<file path="src/rtl/dmem_pkg.sv">
// Shared types for the data-memory arbiter: access sizes, FSM states and the
// registered request record.
package dmem_pkg;

   localparam logic [2:0] SZ_BYTE = 3'b000;
   localparam logic [2:0] SZ_HALF = 3'b001;
   localparam logic [2:0] SZ_WORD = 3'b010;

   localparam int unsigned REQ_ADDR_W = 32;
   localparam int unsigned REQ_DATA_W = 32;

   typedef enum logic [1:0] {
      IDLE,
      ACCESS,
      RESP
   } state_t;

   typedef struct packed {
      logic                  write;
      logic [REQ_ADDR_W-1:0] addr;
      logic [REQ_DATA_W-1:0] wdata;
      logic [2:0]            size;
      logic                  is_unsigned;
   } req_t;

endpackage

</file>
<file path="src/rtl/dmem_align_chk.sv">
// Combinational alignment/size check for a data-memory access; also used by
// the core's trap logic.
import dmem_pkg::*;

module dmem_align_chk (
   input  logic [1:0] addr_lo,
   input  logic [2:0] size,
   output logic       err
);

   always_comb begin
      err = 1'b0;
      case (size)
         SZ_BYTE: err = 1'b0;
         SZ_HALF: err = addr_lo[0];
         SZ_WORD: err = (addr_lo != 2'b00);
         default: err = 1'b1;
      endcase
   end

endmodule

</file>
<file path="src/rtl/dmem_arbiter.sv">
// Two-port arbiter in front of the single data-memory port: port 0 (core MEM
// stage) has priority, port 1 (loader/debug) is guaranteed a grant after MAX_WAIT losses.
import dmem_pkg::*;

module dmem_arbiter #(
   parameter int unsigned ADDR_W   = 32,
   parameter int unsigned DATA_W   = 32,
   parameter int unsigned MAX_WAIT = 8
) (
   input  logic                  clk,
   input  logic                  rst,
   input  logic [1:0]            req_valid,
   output logic [1:0]            req_ready,
   input  logic [1:0]            req_write,
   input  logic [2*ADDR_W-1:0]   req_addr,
   input  logic [2*DATA_W-1:0]   req_wdata,
   input  logic [5:0]            req_size,
   input  logic [1:0]            req_unsigned,
   output logic [1:0]            rsp_valid,
   input  logic [1:0]            rsp_ready,
   output logic [DATA_W-1:0]     rsp_rdata,
   output logic                  rsp_err,
   output logic [ADDR_W-1:0]     mem_addr,
   output logic [DATA_W-1:0]     mem_wdata,
   output logic [2:0]            mem_load_type,
   output logic                  mem_load_unsigned,
   output logic                  mem_write,
   output logic [2:0]            mem_store_type,
   input  logic [DATA_W-1:0]     mem_rdata
);

   localparam int unsigned WAIT_W = $clog2(MAX_WAIT + 1);

   state_t            state, state_nxt;
   req_t              req_q;
   logic              owner_q;
   logic [WAIT_W-1:0] wait_cnt;
   logic              grant_vld;
   logic              grant_port;
   logic              access_err;
   req_t              grant_req;

   dmem_align_chk u_align_chk (
      .addr_lo (req_q.addr[1:0]),
      .size    (req_q.size),
      .err     (access_err)
   );

   // Grants only in IDLE; reset masks the grant so nothing is accepted while rst is high.
   always_comb begin
      grant_vld  = 1'b0;
      grant_port = 1'b0;
      if (state == IDLE && !rst) begin
         if (req_valid[1] && wait_cnt == WAIT_W'(MAX_WAIT)) begin
            grant_vld  = 1'b1;
            grant_port = 1'b1;
         end else if (req_valid[0]) begin
            grant_vld  = 1'b1;
         end else if (req_valid[1]) begin
            grant_vld  = 1'b1;
            grant_port = 1'b1;
         end
      end
   end

   always_comb begin
      req_ready = 2'b00;
      if (grant_vld) req_ready[grant_port] = 1'b1;
   end

   always_comb begin
      grant_req.write       = grant_port ? req_write[1]              : req_write[0];
      grant_req.addr        = grant_port ? req_addr[2*ADDR_W-1:ADDR_W] : req_addr[ADDR_W-1:0];
      grant_req.wdata       = grant_port ? req_wdata[2*DATA_W-1:DATA_W] : req_wdata[DATA_W-1:0];
      grant_req.size        = grant_port ? req_size[5:3]              : req_size[2:0];
      grant_req.is_unsigned = grant_port ? req_unsigned[1]            : req_unsigned[0];
   end

   always_comb begin
      state_nxt = state;
      rsp_valid = 2'b00;
      mem_write = 1'b0;
      case (state)
         IDLE: begin
            if (grant_vld) state_nxt = ACCESS;
         end
         ACCESS: begin
            mem_write = req_q.write & ~access_err;
            state_nxt = RESP;
         end
         RESP: begin
            rsp_valid[owner_q] = 1'b1;
            if (rsp_ready[owner_q]) state_nxt = IDLE;
         end
         default: state_nxt = IDLE;
      endcase
   end

   // Memory-side outputs come straight from the request register, which only
   // changes on a grant, so they hold their last values outside ACCESS.
   assign mem_addr          = req_q.addr;
   assign mem_wdata         = req_q.wdata;
   assign mem_load_type     = req_q.size;
   assign mem_store_type    = req_q.size;
   assign mem_load_unsigned = req_q.is_unsigned;

   always_ff @(posedge clk) begin
      if (rst) begin
         state     <= IDLE;
         req_q     <= '0;
         owner_q   <= 1'b0;
         wait_cnt  <= '0;
         rsp_rdata <= '0;
         rsp_err   <= 1'b0;
      end else begin
         state <= state_nxt;
         if (grant_vld) begin
            req_q   <= grant_req;
            owner_q <= grant_port;
         end
         if (state == ACCESS) begin
            rsp_rdata <= (req_q.write | access_err) ? '0 : mem_rdata;
            rsp_err   <= access_err;
         end
         if (!req_valid[1] || (grant_vld && grant_port)) begin
            wait_cnt <= '0;
         end else if (state == IDLE && wait_cnt != WAIT_W'(MAX_WAIT)) begin
            wait_cnt <= wait_cnt + 1'b1;
         end
      end
   end

endmodule
</file>
<file path="config.mk">
export PLATFORM = sky130hd
export DESIGN_NAME = dmem_arbiter
export DESIGN_NICKNAME = d
export VERILOG_FILES = /design/src/rtl/dmem_pkg.sv /design/src/rtl/dmem_align_chk.sv /design/src/rtl/dmem_arbiter.sv
export SDC_FILE = /design/constraint.sdc
export NUM_CORES = 1
export LEC_CHECK = 0
export CORE_ASPECT_RATIO = 1.25
export CORE_MARGIN = 8
export CORE_UTILIZATION = 40
export DETAILED_ROUTE_END_ITERATION = 6
export PLACE_DENSITY = 0.85
export SETUP_SLACK_MARGIN = 0.5
export SKIP_LAST_GASP = 1
export SLEW_MARGIN = 20
export SYNTH_ARGS = -nofsm -noshare
export SYNTH_HDL_FRONTEND = slang
export SYNTH_SLANG_ARGS = --single-unit
</file>
<file path="constraint.sdc">
create_clock -name clk -period 2.2 [get_ports clk]
set_clock_uncertainty 0.05 [all_clocks]
set_input_delay 0.22 -clock clk [delete_from_list [all_inputs] [get_ports clk]]
set_output_delay 0.22 -clock clk [all_outputs]
set_load 0.1 [all_outputs]
</file>
---- Word-level counts from Yosys, hierarchy flattened ----
Cells that the tools add are included.
word-level totals
  register bits ........................... 109
  bits of input ports ..................... 176
  output and inout port bits .............. 109
  logic and storage cells ................. 66
operators by class
  add/sub/neg operators ................... 1
  order comparisons ....................... 4
  equality and inequality tests ........... 8
  mux-type cells .......................... 26
  bitwise logic cells ..................... 3
  reductions and logical operators ........ 14
operators by type and width
  cell                                                                          count
  32-bit 2-to-1 mux                                                             3
  1-bit 2-to-1 mux                                                              14
  2-bit 2-to-1 mux                                                              4
  1-bit logical AND                                                             6
  2-bit one-hot mux with 3 select lines                                         1
  4-bit by 1-bit adder with 4-bit output, second input constant                 1
  4-bit equality test, second input constant                                    1
  1-bit by 2-bit less-than comparator with 1-bit output, second input constant  2
  2-bit inequality test, second input constant                                  2
  4-bit inequality test, second input constant                                  1
  3-bit by 1-bit equality test with 1-bit output, second input constant         1
  3-bit by 2-bit equality test with 1-bit output, second input constant         1
  3-bit zero test                                                               1
  3-bit 2-to-1 mux                                                              1
  1-bit one-hot mux with 3 select lines                                         1
  1-bit demux with 1-bit select                                                 2
  2-bit by 1-bit equality test with 1-bit output, second input constant         1
  2-bit equality test, second input constant                                    1
  1-bit >= comparator, second input constant                                    2
  1-bit zero test                                                               2
  2-bit zero test                                                               1
  2-bit AND reduction                                                           1
  2-bit nonzero test                                                            1
  2-bit OR reduction                                                            1
  other kinds (4)                                                               4

---- Longest topological paths before layout ----
  depth in word-level cells ............... 9
  gate-level depth with buffers ........... 7

---- Cells and area by module ----
From an unflattened synthesis, not the netlist that was laid out.
unflattened totals
  cell total of the unflattened synthesis .. 547
  area, all modules ....................... 5103.6 sq um
modules (own cells, without submodules)
  module          instances  cells each  area each (sq um)  seq. area each (sq um)
  dmem_arbiter    1          544         5086.1             2182.1
  dmem_align_chk  1          3           17.5               0.0

---- Least setup slack after synthesis ----
OpenSTA, ideal clock, no wires.
  path kind ............................... register to output
  from .................................... reg req_q, in the netlist mem_load_type[0]
  to ...................................... out mem_write
  arrival time ............................ 3.515 ns
  required time ........................... 1.930 ns
  path slack .............................. -1.585 ns
  stages on the path, launching flop included .. 4
  path through ............................ dfxtp_1 > o21ai_0 > a22oi_1 > nor4_1
on the way
  cells in the longest elaborated chain, start to end .. 5
  elaborated cells on any way between the ends .. 7
  classes of those cells .................. eq/ne: 2; mux: 2; bitwise: 2; reduce/logical: 1
RTL lines
  what                                                                    RTL line              source
  from (decl)                                                             dmem_arbiter.sv:35    req_t req_q;
  from (signal assigned)                                                  dmem_arbiter.sv:118   req_q <= grant_req;
  3-bit by 2-bit equality test with 1-bit output (tied with other cells)  dmem_align_chk.sv:13  case (size)
  1-bit one-hot mux with 3 select lines *                                 dmem_align_chk.sv:13
  1-bit inverter *                                                        dmem_arbiter.sv:88    mem_write = req_q.write & ~access_err;
  1-bit AND *                                                             dmem_arbiter.sv:88
  1-bit 2-to-1 mux *                                                      dmem_arbiter.sv:83    case (state)
  to (decl)                                                               dmem_arbiter.sv:27    output logic mem_write,
Mark *: on every way between the ends. The rest lies on a longest branch, timed or not.

---- Worst setup path in the final report ----
  from .................................... reg wait_cnt[0]
  to ...................................... out req_ready[1]
on the way
  cells in the longest elaborated chain, start to end .. 9
  elaborated cells on any way between the ends .. 12
  classes of those cells .................. order compare: 2; eq/ne: 1; mux: 7; reduce/logical: 2
RTL lines
  what                                                                                                                RTL line             source
  from (decl)                                                                                                         dmem_arbiter.sv:37   logic [WAIT_W-1:0] wait_cnt;
  from (signal assigned)                                                                                              dmem_arbiter.sv:128  wait_cnt <= wait_cnt + 1'b1;
  4-bit equality test *                                                                                               dmem_arbiter.sv:54   if (req_valid[1] && wait_cnt == WAIT_W'(MAX_WAIT)) begin
  1-bit logical AND *                                                                                                 dmem_arbiter.sv:54
  1-bit 2-to-1 mux                                                                                                    dmem_arbiter.sv:54
  1-bit 2-to-1 mux                                                                                                    dmem_arbiter.sv:53   if (state == IDLE && !rst) begin
  1-bit by 2-bit less-than comparator with 1-bit output (implied by the code) or 1-bit >= comparator (tied branches)  dmem_arbiter.sv:68   if (grant_vld) req_ready[grant_port] = 1'b1;
  1-bit logical AND (implied by the code)                                                                             dmem_arbiter.sv:68
  1-bit 2-to-1 mux (implied by the code)                                                                              dmem_arbiter.sv:68
  1-bit demux with 1-bit select                                                                                       dmem_arbiter.sv:68
  2-bit 2-to-1 mux *                                                                                                  dmem_arbiter.sv:68
  to (decl)                                                                                                           dmem_arbiter.sv:13   output logic [1:0] req_ready,
Marks and branches as above.

==> summary.md <==
| Metric | Value |
|---|---|
| CTS tree | `built` |
| Area growth syn-to-layout | `53.2%` |
| First-pass DRT Iterations | `5` |
| RePlAce Congestion | `0.804` |
| Placed cell count | `900` |
| PwrDens | `between 800 and 900 nW/um2` |
| Reg2reg start | `wait_cnt[0]` |
| Hold Crit Class | `input pin to register` |
| Critical Path Fanout Max | `3` |
| Cell Area, Synth | `between 5000 and 6000 um2` |
| CP required | `1930 ps` |
| WL per Instance | `21.0 um` |
| Syn. warnings | `0` |
| Leading area contributor after synthesis | `dfxtp_1` |
| Final Hold Fails | `0` |
| Core area | `13100 um2` |
| Number of routed nets with antenna violations | `0` |
| Clk_lat worst skew | `roughly 340 ps` |
| Register area share after synthesis | `between 40 and 50%` |
| Total chip power | `between 6 and 7 mW` |
| Initial antenna violation count | `0` |
| Critical Path AT | `between 1500 and 2000 ps` |
| Die Y | `145 um` |
| N_diodes | `0` |
| Main flop type after synthesis | `dfxtp_1` |
| Post-Syn Instances | `555` |
| Post-synth cell types | `36` |
| # fillers | `1044` |
| Max-slew violation count | `0` |
| Max-Cap Viols | `0` |
| Critical path startpoint | `wait_cnt[0]` |
| First-pass GRT wire length | `just over 30000 um` |
| Post-layout min period | `2000 ps` |
| Rel. slew slack | `roughly 51%` |
| # DRC | `0` |
| Clock transition at the registers of the reported paths | `approximately 70 ps` |
| Tot GR Track Use | `21.5%` |
| Status | `finished, final reports clean` |
| Synth area leaders | `dfxtp_1 41%, a221o_1 13%, buf_4 10%` |
| Syn_area_per_cell | `slightly below 10 um2` |
| Vias/cell | `around 5.6` |
| Maximum clock insertion buffer count | `2` |
| Vias in the first global route | `5481` |
| Clk root buf | `clkbuf_16` |
| Post-synth EDFFs | `0` |
| Final std cells w/o fill | `about 940` |
| DRT iter0 DRCs | `about 390` |
| IO Count | `around 290` |
| Setup_tns | `0 ps` |
| Leakage | `roughly 3.1 nW` |
| Synth top cells by count | `109 x dfxtp_1, 74 x inv_1, 71 x buf_4` |
| Synthesized Nets | `around 730` |
| HPWL Detailed | `between 10000 and 15000 um` |
| Maximum vdd ir drop | `~0.46 mV` |
| Buffers on Ports | `roughly 280` |
| Yosys reg bits | `roughly 110` |
| Setup CP Type | `register to primary output` |
| Die X | `119 um` |
| Fin crit share | `around nine tenths` |
| Startpoint types | `register` |
| Largest net degree at the start of global routing | `55` |
| Hold buffers post-CTS | `0` |
| HP Start | `rst` |
| DRT Wirelength | `~20000 um` |
| H-tree Lvls | `3` |
| Count leader, synth | `dfxtp_1` |
| Worst Max-Slew Pin Slew | `~730 ps` |
| Nets@finish | `937` |
| Gr ovfl total | `0` |
| Starting Density | `between 40 and 50%` |
| FF-to-FF setup slack | `~230 ps` |
| Full die area | `between 15000 and 20000 um2` |
| Clock Sinks | `between 100 and 150` |
| RSZ-0062 raised after global routing | `true` |
| Worst setup EP type | `primary output` |
| Fmax | `around 0.5 GHz` |
| Async set or reset register ratio after synthesis | `0%` |
| CTS buffer count | `9` |
| Post-synth top area share | `40.9%` |
| Rows | `between 40 and 50` |
| Ratio of cells with drive above 1 in the final layout | `24.1%` |
| Via count | `about 5200` |
| Final setup vio count | `0` |
[final timing paths]
| kind | end | depth (start not counted) |
|---|---|---|
| max | req_ready[1] | 7 |
| min | state[0] | 3 |
| max reg2reg | mem_wdata[14] | 9 |
| min reg2reg | rsp_rdata[27] | 1 |
[layout by cell type (no fill, tap or decap), types with 7 or more instances in the layout]
master             n
buf_4            128
a211oi_1          69
clkbuf_16         10
dfxtp_1          103
buf_12             7
inv_1             72
clkdlybuf4s50_1  174
a221o_1           69
nand4b_1          32
o2bb2ai_1         32
[worst max-delay path: stages, from the launching register on]
cell and delay [ps]:
dfxtp_2 340, inv_2 50, ha_4 150, and3b_2 200, o211ai_1 250, inv_2 100
buf_12 140, buf_12 150
[layer usage]
metal | GRT usage (%) | part of all wire [%]
met5 | 0 | 0
met4 | 7.61 | 2.8
met3 | 8.19 | 9.1
met2 | 37.5 | 50
met1 | 23.0 | 39
[final cells by class]
cell class / count / area, um2 / area share (%)
Clock inverter: 5 / 83.8 / 1.03
Multi-Input combinational cell: 246 / 2160 / 26.4
Timing Repair Buffer: 318 / 2990 / 36.6
Tap cell: 171 / 214 / 2.62
Clock buffer: 11 / 243 / 2.97
Inverter: 75 / 282 / 3.45
Sequential cell: 109 / 2200 / 26.9
[kinds of logic after synthesis]
| family | Yosys count | share of synthesized area, % |
|---|---|---|
| compound gates | 187 | 30.3 |
| mux | 1 | 0.188 |
| simple gates | 56 | 8.00 |
| flops | 109 | 40.9 |
| buf+inv | 200 | 20.2 |
| fa+ha+maj | 2 | 0.469 |
[registers in the layout (all words and copies together), names as in the netlist]
register and cells:
mem_wdata 32, mem_load_type 3, rsp_err 1, owner_q 1, mem_addr 32, mem_load_unsigned 1, rsp_rdata 32, req_q 1
state 2, wait_cnt 4
[per-stage QoR]
stage	cell area (um2)	worst slack [ps]	hold WS, ps	utilization (%)
after floorplan	5470	274	293	-
after global placement	7550	185	395	57.6
after detailed placement	7550	106	399	57.6
after CTS	8120	183	224	61.9
after global routing	8170	120	250	62.3
final	8170	199	234	62.3
[where the power goes]
group	total (mW)	internal (mW)	switching, mW
clock network	1.78	1.03	0.746
registers	2.26	2.15	0.117
logic	2.52	0.758	1.77
[repair_timing]
action | 4_1_cts | 5_1_grt
setup buffers | 15 | 1
gates resized for setup | 20 | 4
gates cloned | 2 | 1
pin swaps | 6 | 2
endpoints found under the setup margin | 73 | 73
No activity file was read; power rests on OpenSTA's default activity.
